## src/rtl/bram_uart_streamer.sv

```systemverilog
// -----------------------------------------------------------------------------
// bram_uart_streamer
//
// Purpose:
//   Reads bytes 0 .. byte_count-1 from a synchronous-read byte BRAM and sends
//   each one out on TxD as a UART frame. The default frame is 8N1: one start
//   bit, DATA_W data bits LSB first, and one stop bit. The block has its own
//   baud counter, shift register and sequencing FSM, so no separate UART
//   transmitter is needed.
//
// Optional feature:
//   TX_PARITY_EN - when this macro is defined, an even-parity bit (the XOR of
//                  the data bits) is sent in a PARITY state between the last
//                  data bit and the stop bit.
//
// Parameters:
//   CLKS_PER_BIT - clock cycles per UART bit (must be >= 2)
//   ADDR_W       - BRAM address width (depth = 2**ADDR_W)
//   DATA_W       - BRAM word width and number of data bits per frame
//
// Ports:
//   clk        in   system clock, rising edge
//   reset      in   asynchronous, active-low reset
//   start      in   one-cycle request to stream; accepted only in IDLE
//   byte_count in   bytes to send (0 .. 2**ADDR_W; larger values are clamped)
//   rd_addr    out  BRAM read address
//   rd_data    in   BRAM read data, valid one cycle after rd_addr changes
//   busy       out  high from accepted start until the last stop bit ends
//   done       out  one-cycle pulse when the stream finishes
//   TxD        out  UART serial output, idle high
// -----------------------------------------------------------------------------
module bram_uart_streamer #(
  parameter int CLKS_PER_BIT = 10417,
  parameter int ADDR_W       = 4,
  parameter int DATA_W       = 8
) (
  input  logic              clk,
  input  logic              reset,
  input  logic              start,
  input  logic [ADDR_W:0]   byte_count,
  output logic [ADDR_W-1:0] rd_addr,
  input  logic [DATA_W-1:0] rd_data,
  output logic              busy,
  output logic              done,
  output logic              TxD
);

  localparam int LEN_W  = ADDR_W + 1;
  localparam int BAUD_W = (CLKS_PER_BIT > 1) ? $clog2(CLKS_PER_BIT) : 1;
  localparam int BIT_W  = $clog2(DATA_W + 1);

  localparam logic [LEN_W-1:0]  MAX_LEN   = LEN_W'(2 ** ADDR_W);
  localparam logic [LEN_W-1:0]  ONE_LEN   = LEN_W'(1);
  localparam logic [BAUD_W-1:0] LAST_BAUD = BAUD_W'(CLKS_PER_BIT - 1);
  localparam logic [BAUD_W-1:0] ONE_BAUD  = BAUD_W'(1);
  localparam logic [BIT_W-1:0]  LAST_BIT  = BIT_W'(DATA_W - 1);
  localparam logic [BIT_W-1:0]  ONE_BIT   = BIT_W'(1);
  localparam logic [ADDR_W-1:0] ONE_ADDR  = ADDR_W'(1);

  typedef enum logic [2:0] {
    IDLE   = 3'd0,
    FETCH  = 3'd1,
    LOAD   = 3'd2,
    START  = 3'd3,
    DATA   = 3'd4,
    STOP   = 3'd5,
`ifdef TX_PARITY_EN
    FINISH = 3'd6,
    PARITY = 3'd7
`else
    FINISH = 3'd6
`endif
  } state_t;

  state_t state;
  state_t state_next;

  logic [BAUD_W-1:0] baud_cnt;
  logic              baud_tick;
  logic              timed_state;
  logic [BIT_W-1:0]  bit_cnt;
  logic              last_bit;
  logic [DATA_W-1:0] shift_reg;
  logic [LEN_W-1:0]  len_q;
  logic [LEN_W-1:0]  sent_cnt;
  logic              last_byte;
  logic [LEN_W-1:0]  count_clamped;
  logic              start_ok;
`ifdef TX_PARITY_EN
  logic              parity_q;
`endif

  // The buffer cannot hold more than 2**ADDR_W bytes, so longer requests
  // are trimmed to a full-buffer dump instead of wrapping the address.
  assign count_clamped = (byte_count > MAX_LEN) ? MAX_LEN : byte_count;

  // done is high only while we are back in IDLE. Gating it here drops a
  // start that arrives in the same cycle as the completion pulse.
  assign start_ok = start && !done;

  assign baud_tick = (baud_cnt == LAST_BAUD);
  assign last_bit  = (bit_cnt == LAST_BIT);
  assign last_byte = ((sent_cnt + ONE_LEN) == len_q);

  // Only the bit-period states count baud cycles. The rest last one clock.
`ifdef TX_PARITY_EN
  assign timed_state = (state == START) || (state == DATA) ||
                       (state == PARITY) || (state == STOP);
`else
  assign timed_state = (state == START) || (state == DATA) || (state == STOP);
`endif

  // State register. Reset drops straight to IDLE, which also forces TxD
  // high through the output decode without waiting for a clock.
  always_ff @(posedge clk or negedge reset) begin
    if (!reset) begin
      state <= IDLE;
    end else begin
      state <= state_next;
    end
  end

  // Next-state logic. Frame bits advance on baud ticks. FETCH and LOAD
  // each take one clock to cover the BRAM read latency.
  always_comb begin
    state_next = state;
    case (state)
      IDLE: begin
        if (start_ok) begin
          state_next = (count_clamped == '0) ? FINISH : FETCH;
        end
      end
      FETCH:  state_next = LOAD;
      LOAD:   state_next = START;
      START: begin
        if (baud_tick) state_next = DATA;
      end
      DATA: begin
        if (baud_tick && last_bit) begin
`ifdef TX_PARITY_EN
          state_next = PARITY;
`else
          state_next = STOP;
`endif
        end
      end
`ifdef TX_PARITY_EN
      PARITY: begin
        if (baud_tick) state_next = STOP;
      end
`endif
      STOP: begin
        if (baud_tick) state_next = last_byte ? FINISH : FETCH;
      end
      FINISH: state_next = IDLE;
      default: state_next = IDLE;
    endcase
  end

  // Output decode. The line idles high everywhere outside the frame bits.
  // busy already drops in FINISH because the last stop bit has completed.
  always_comb begin
    TxD  = 1'b1;
    busy = 1'b1;
    case (state)
      IDLE:   busy = 1'b0;
      FINISH: busy = 1'b0;
      START:  TxD  = 1'b0;
      DATA:   TxD  = shift_reg[0];
`ifdef TX_PARITY_EN
      PARITY: TxD  = parity_q;
`endif
      default: begin
        TxD  = 1'b1;
        busy = 1'b1;
      end
    endcase
  end

  // Baud counter. It restarts on every state change so each bit period is
  // a clean CLKS_PER_BIT cycles. Inside DATA it wraps once per data bit.
  always_ff @(posedge clk or negedge reset) begin
    if (!reset) begin
      baud_cnt <= '0;
    end else if ((state_next != state) || baud_tick || !timed_state) begin
      baud_cnt <= '0;
    end else begin
      baud_cnt <= baud_cnt + ONE_BAUD;
    end
  end

  // Datapath. This block holds the length capture, the byte and address
  // sequencing, and the shift register. done is a registered copy of
  // FINISH, so the pulse lands in the first IDLE cycle after the stream.
  always_ff @(posedge clk or negedge reset) begin
    if (!reset) begin
      len_q     <= '0;
      sent_cnt  <= '0;
      rd_addr   <= '0;
      shift_reg <= '0;
      bit_cnt   <= '0;
      done      <= 1'b0;
`ifdef TX_PARITY_EN
      parity_q  <= 1'b0;
`endif
    end else begin
      done <= (state == FINISH);
      case (state)
        IDLE: begin
          if (start_ok) begin
            len_q    <= count_clamped;
            sent_cnt <= '0;
            rd_addr  <= '0;
          end
        end
        LOAD: begin
          shift_reg <= rd_data;
          bit_cnt   <= '0;
`ifdef TX_PARITY_EN
          parity_q  <= ^rd_data;
`endif
        end
        DATA: begin
          if (baud_tick) begin
            shift_reg <= shift_reg >> 1;
            bit_cnt   <= bit_cnt + ONE_BIT;
          end
        end
        STOP: begin
          // The address moves only when another byte follows. This keeps
          // rd_addr within length-1 and stops it wrapping on a full buffer.
          if (baud_tick && !last_byte) begin
            rd_addr  <= rd_addr + ONE_ADDR;
            sent_cnt <= sent_cnt + ONE_LEN;
          end
        end
        FINISH: begin
          rd_addr <= '0;
        end
        default: begin
        end
      endcase
    end
  end

endmodule

```

## config.mk

```make
export PLATFORM = sky130hd
export DESIGN_NAME = bram_uart_streamer
export DESIGN_NICKNAME = d
export VERILOG_FILES = /design/src/rtl/bram_uart_streamer.sv
export SDC_FILE = /design/constraint.sdc
export NUM_CORES = 1
export LEC_CHECK = 0
export BUFFER_PORTS_ARGS = -buffer_cell sky130_fd_sc_hd__clkbuf_2
export CORE_ASPECT_RATIO = 2
export CORE_MARGIN = 4
export CORE_UTILIZATION = 59
export DETAILED_ROUTE_END_ITERATION = 6
export PLACE_DENSITY = 0.79
export SLEW_MARGIN = 20
export SYNTH_ARGS = -nofsm -noshare
export SYNTH_HDL_FRONTEND = slang
export SYNTH_SLANG_ARGS = --single-unit
```

## constraint.sdc

```tcl
create_clock -name clk -period 2.7 [get_ports clk]
set_clock_uncertainty 0.2 [all_clocks]
set_input_delay 0.27 -clock clk [delete_from_list [all_inputs] [get_ports clk]]
set_output_delay 0.27 -clock clk [all_outputs]
set_load 0.05 [all_outputs]
```

==> impl_metrics.env <==
export IMPL_outcome="completed"
export IMPL_startpoint_type="flop"
export IMPL_whs_ns=0.0118
export IMPL_ant_nets=0
export IMPL_clk_pin_slew_ns=0.08
export IMPL_grt_pass1_vias=2078
export IMPL_report_final_slew_viol_count=0
export IMPL_h_tree_depth=2
export IMPL_synth_edf_count=0
export IMPL_overflow=0
export IMPL_place_area_um2=2590
export IMPL_path_class="reg2reg"
export IMPL_synth_cells=261
export IMPL_grt_usage_pct=22.5
export IMPL_routabilityCongestion=0.854
export IMPL_max_freq_mhz=402
export IMPL_layout_common_cells="dfrtp_1, nor2_1, nand2_1"
export IMPL_grt_max_degree=28
export IMPL_setup_viol=0
export IMPL_nets=315
export IMPL_worstPathRequired_ns=2.69
export IMPL_cpLargestDelayFamily="simple AND/OR/NAND/NOR gates"
export IMPL_synthFlopType="dfrtp_1"
export IMPL_cts_sinks=44
export IMPL_initial_utilization_pct=62.0
export IMPL_ys_seq_elements=44
export IMPL_die_area_um2=5230
export IMPL_synth_area_um2=2410
export IMPL_drc=0
export IMPL_p_leak_nw=1.30
export IMPL_worst_setup_path_end_kind="flop"
export IMPL_synthDistinctLibCells=51
export IMPL_dieWidth_um=53.2
export IMPL_cts_buffers=5
export IMPL_power_density_nw_per_um2=784
export IMPL_crit_chain="inv_1, ha_1, or4b_4, or4_4, nor3_4, nand4_1, xor2_1, nor2_1"
export IMPL_grt_first_pass_wirelength_mm=8.94
export IMPL_period_needed_ns=2.49
export IMPL_antenna_cells=0
export IMPL_core_rowCount=32
export IMPL_largest_reg_flops=14
export IMPL_core_um2=3880
export IMPL_critPathMaxStageDelay_ns=0.58
export IMPL_yosysTopAreaCellShare_pct=45.7
export IMPL_slew_headroom_pct=50.1
export IMPL_die_h_um=98.3
export IMPL_cp_slowest_cell="or4_4"
export IMPL_drive_gt1_share_pct=17.3
export IMPL_min_path_type="in2reg"
export IMPL_power_w=0.00215
export IMPL_worst_skew_pair_late_latency_ns=0.29
export IMPL_vdd_drop_max_mv=0.685
export IMPL_cts_tree="yes"
export IMPL_cts_root_buf="clkbuf_8"
export IMPL_hpwl_mm=3.82
export IMPL_vias_per_cell=5.70
export IMPL_critPathMaxFanout=4
export IMPL_final_cell_area_um2=2750
export IMPL_critPathBufInv=1
export IMPL_synth_area_top_cells="dfrtp_1, nor2_1, nand2_1, mux2i_1, a21oi_1"
export IMPL_wl_mm=5.25
export IMPL_placed_cells=334
export IMPL_synthToLayoutAreaGrowth_pct=14.0
export IMPL_avgRoutedWirePerCell_um=15.2
export IMPL_drt_first_pass_iters=4
export IMPL_clock_path_buffers=2
export IMPL_netlist_top_cell_by_area="dfrtp_1"
export IMPL_stdcell_count=346
export IMPL_vias=1971
export IMPL_synth_nets=282
export IMPL_hold_viol_final=0
export IMPL_max_cap_viol_count=0
export IMPL_ys_warn_count=0
export IMPL_antenna_found_initial=0
export IMPL_dr_first_iter_drc_count=41
export IMPL_cp_arrival_ns=2.47
export IMPL_ioPinCount=23
export IMPL_numPortBuffers=22
export IMPL_async_reset_ff_share_pct=100
export IMPL_layout_commonest_cell="dfrtp_1"
export IMPL_syn_area_per_cell_um2=9.22
export IMPL_ys_seq_area_share_pct=45.7
export IMPL_worst_slew_pin_transition_ns=0.746
export IMPL_rsz0062_at_grt="yes"
export IMPL_fin_crit_sh_pct=92.2
-- layer usage --
| metal | track usage (%) | vias up | wire length (µm) |
|---|---|---|---|
| li1 | - | 975 | - |
| met5 | 0 | - | 0 |
| met2 | 39.7 | 45 | 2870 |
| met1 | 24.9 | 932 | 2030 |
| met4 | 11.8 | 0 | 203 |
| met3 | 2.90 | 19 | 145 |
-- cell usage after synthesis, drive strengths merged (2+ instances only) --
cell type,count
nand3,14
o21ai,16
nor2,36
a21o,3
nor2b,2
nand4,2
ha,5
nor3,6
mux2i,9
clkbuf,8
o22ai,2
xor2,7
or3,4
or4b,2
o31ai,2
and3,3
nand2b,5
dfrtp,44
inv,12
nand2,26
buf,2
or4,4
a21oi,16
and2,2
o221ai,2
and3b,2
xnor2,8
-- area by class of cell --
type	count	area, µm²
multi-input combinational	194	1210
tap	51	63.8
timing repair buffer	36	218
fill	333	1140
inverter	13	48.8
clock inverter	2	35.0
clock buffer	6	72.6
sequential	44	1100
-- per-stage QoR --
| stage | util, % | worst slack [ns] | setup TNS, ns |
|---|---|---|---|
| final | 70.7 | 0.211 | 0 |
| after global routing | 70.7 | -0.00582 | -0.00582 |
| after CTS | 69.8 | 0.119 | 0 |
| after detailed placement | 66.8 | 0.107 | 0 |
| after global placement | 66.8 | 0.195 | 0 |
| after floorplan | - | 0.283 | 0 |
-- final timing paths --
kind,slack (ns),to,startpoint,cells after the start
max in group asynchronous,1.37,baud_cnt[1],reset,3
min reg2reg,0.30,bit_cnt[0],bit_cnt[0],1
min,0.01,len_q[3],byte_count[3],3
min in group asynchronous,0.33,len_q[2],reset,2
max,0.21,bit_cnt[3],baud_cnt[0],8
max reg2reg,0.21,bit_cnt[3],baud_cnt[0],8
-- cells by family (layout without fill, tap and decap cells) --
kind of cell / Yosys count / in the layout / share of synthesized area [%]
buffers and inverters: 23 / 57 / 4.68
AO/OA/AOI/OAI: 52 / 52 / 13.5
XOR/XNOR: 15 / 15 / 5.46
adder cells (fa/ha/maj): 5 / 5 / 2.60
flip-flops: 44 / 44 / 45.7
AND/OR/NAND/NOR: 112 / 112 / 23.9
multiplexers: 10 / 10 / 4.21
-- power breakdown --
| part | internal, W | switching (W) | total [W] |
|---|---|---|---|
| registers | 0.000779 | 0.000125 | 0.000904 |
| logic | 0.000323 | 0.000435 | 0.000758 |
| clock network | 0.000275 | 0.000216 | 0.000491 |
| total | 0.00138 | 0.000775 | 0.00215 |
-- worst reg2reg max path: stages (launching register included) --
cell     delay (ns)
dfrtp_1        0.41
inv_1          0.07
ha_1           0.12
or4b_4         0.47
or4_4          0.58
nor3_4         0.17
nand4_1        0.14
xor2_1         0.17
nor2_1         0.05
-- timing repair --
item | CTS | global route
setup buffers | 0 | 3
hold buffers | 1 | 0
endpoints found under the setup margin | 0 | 13
hold endpoints to repair | 25 | 0
resized for setup | 0 | 4
Note: power is estimated with default switching activity, not from simulation.
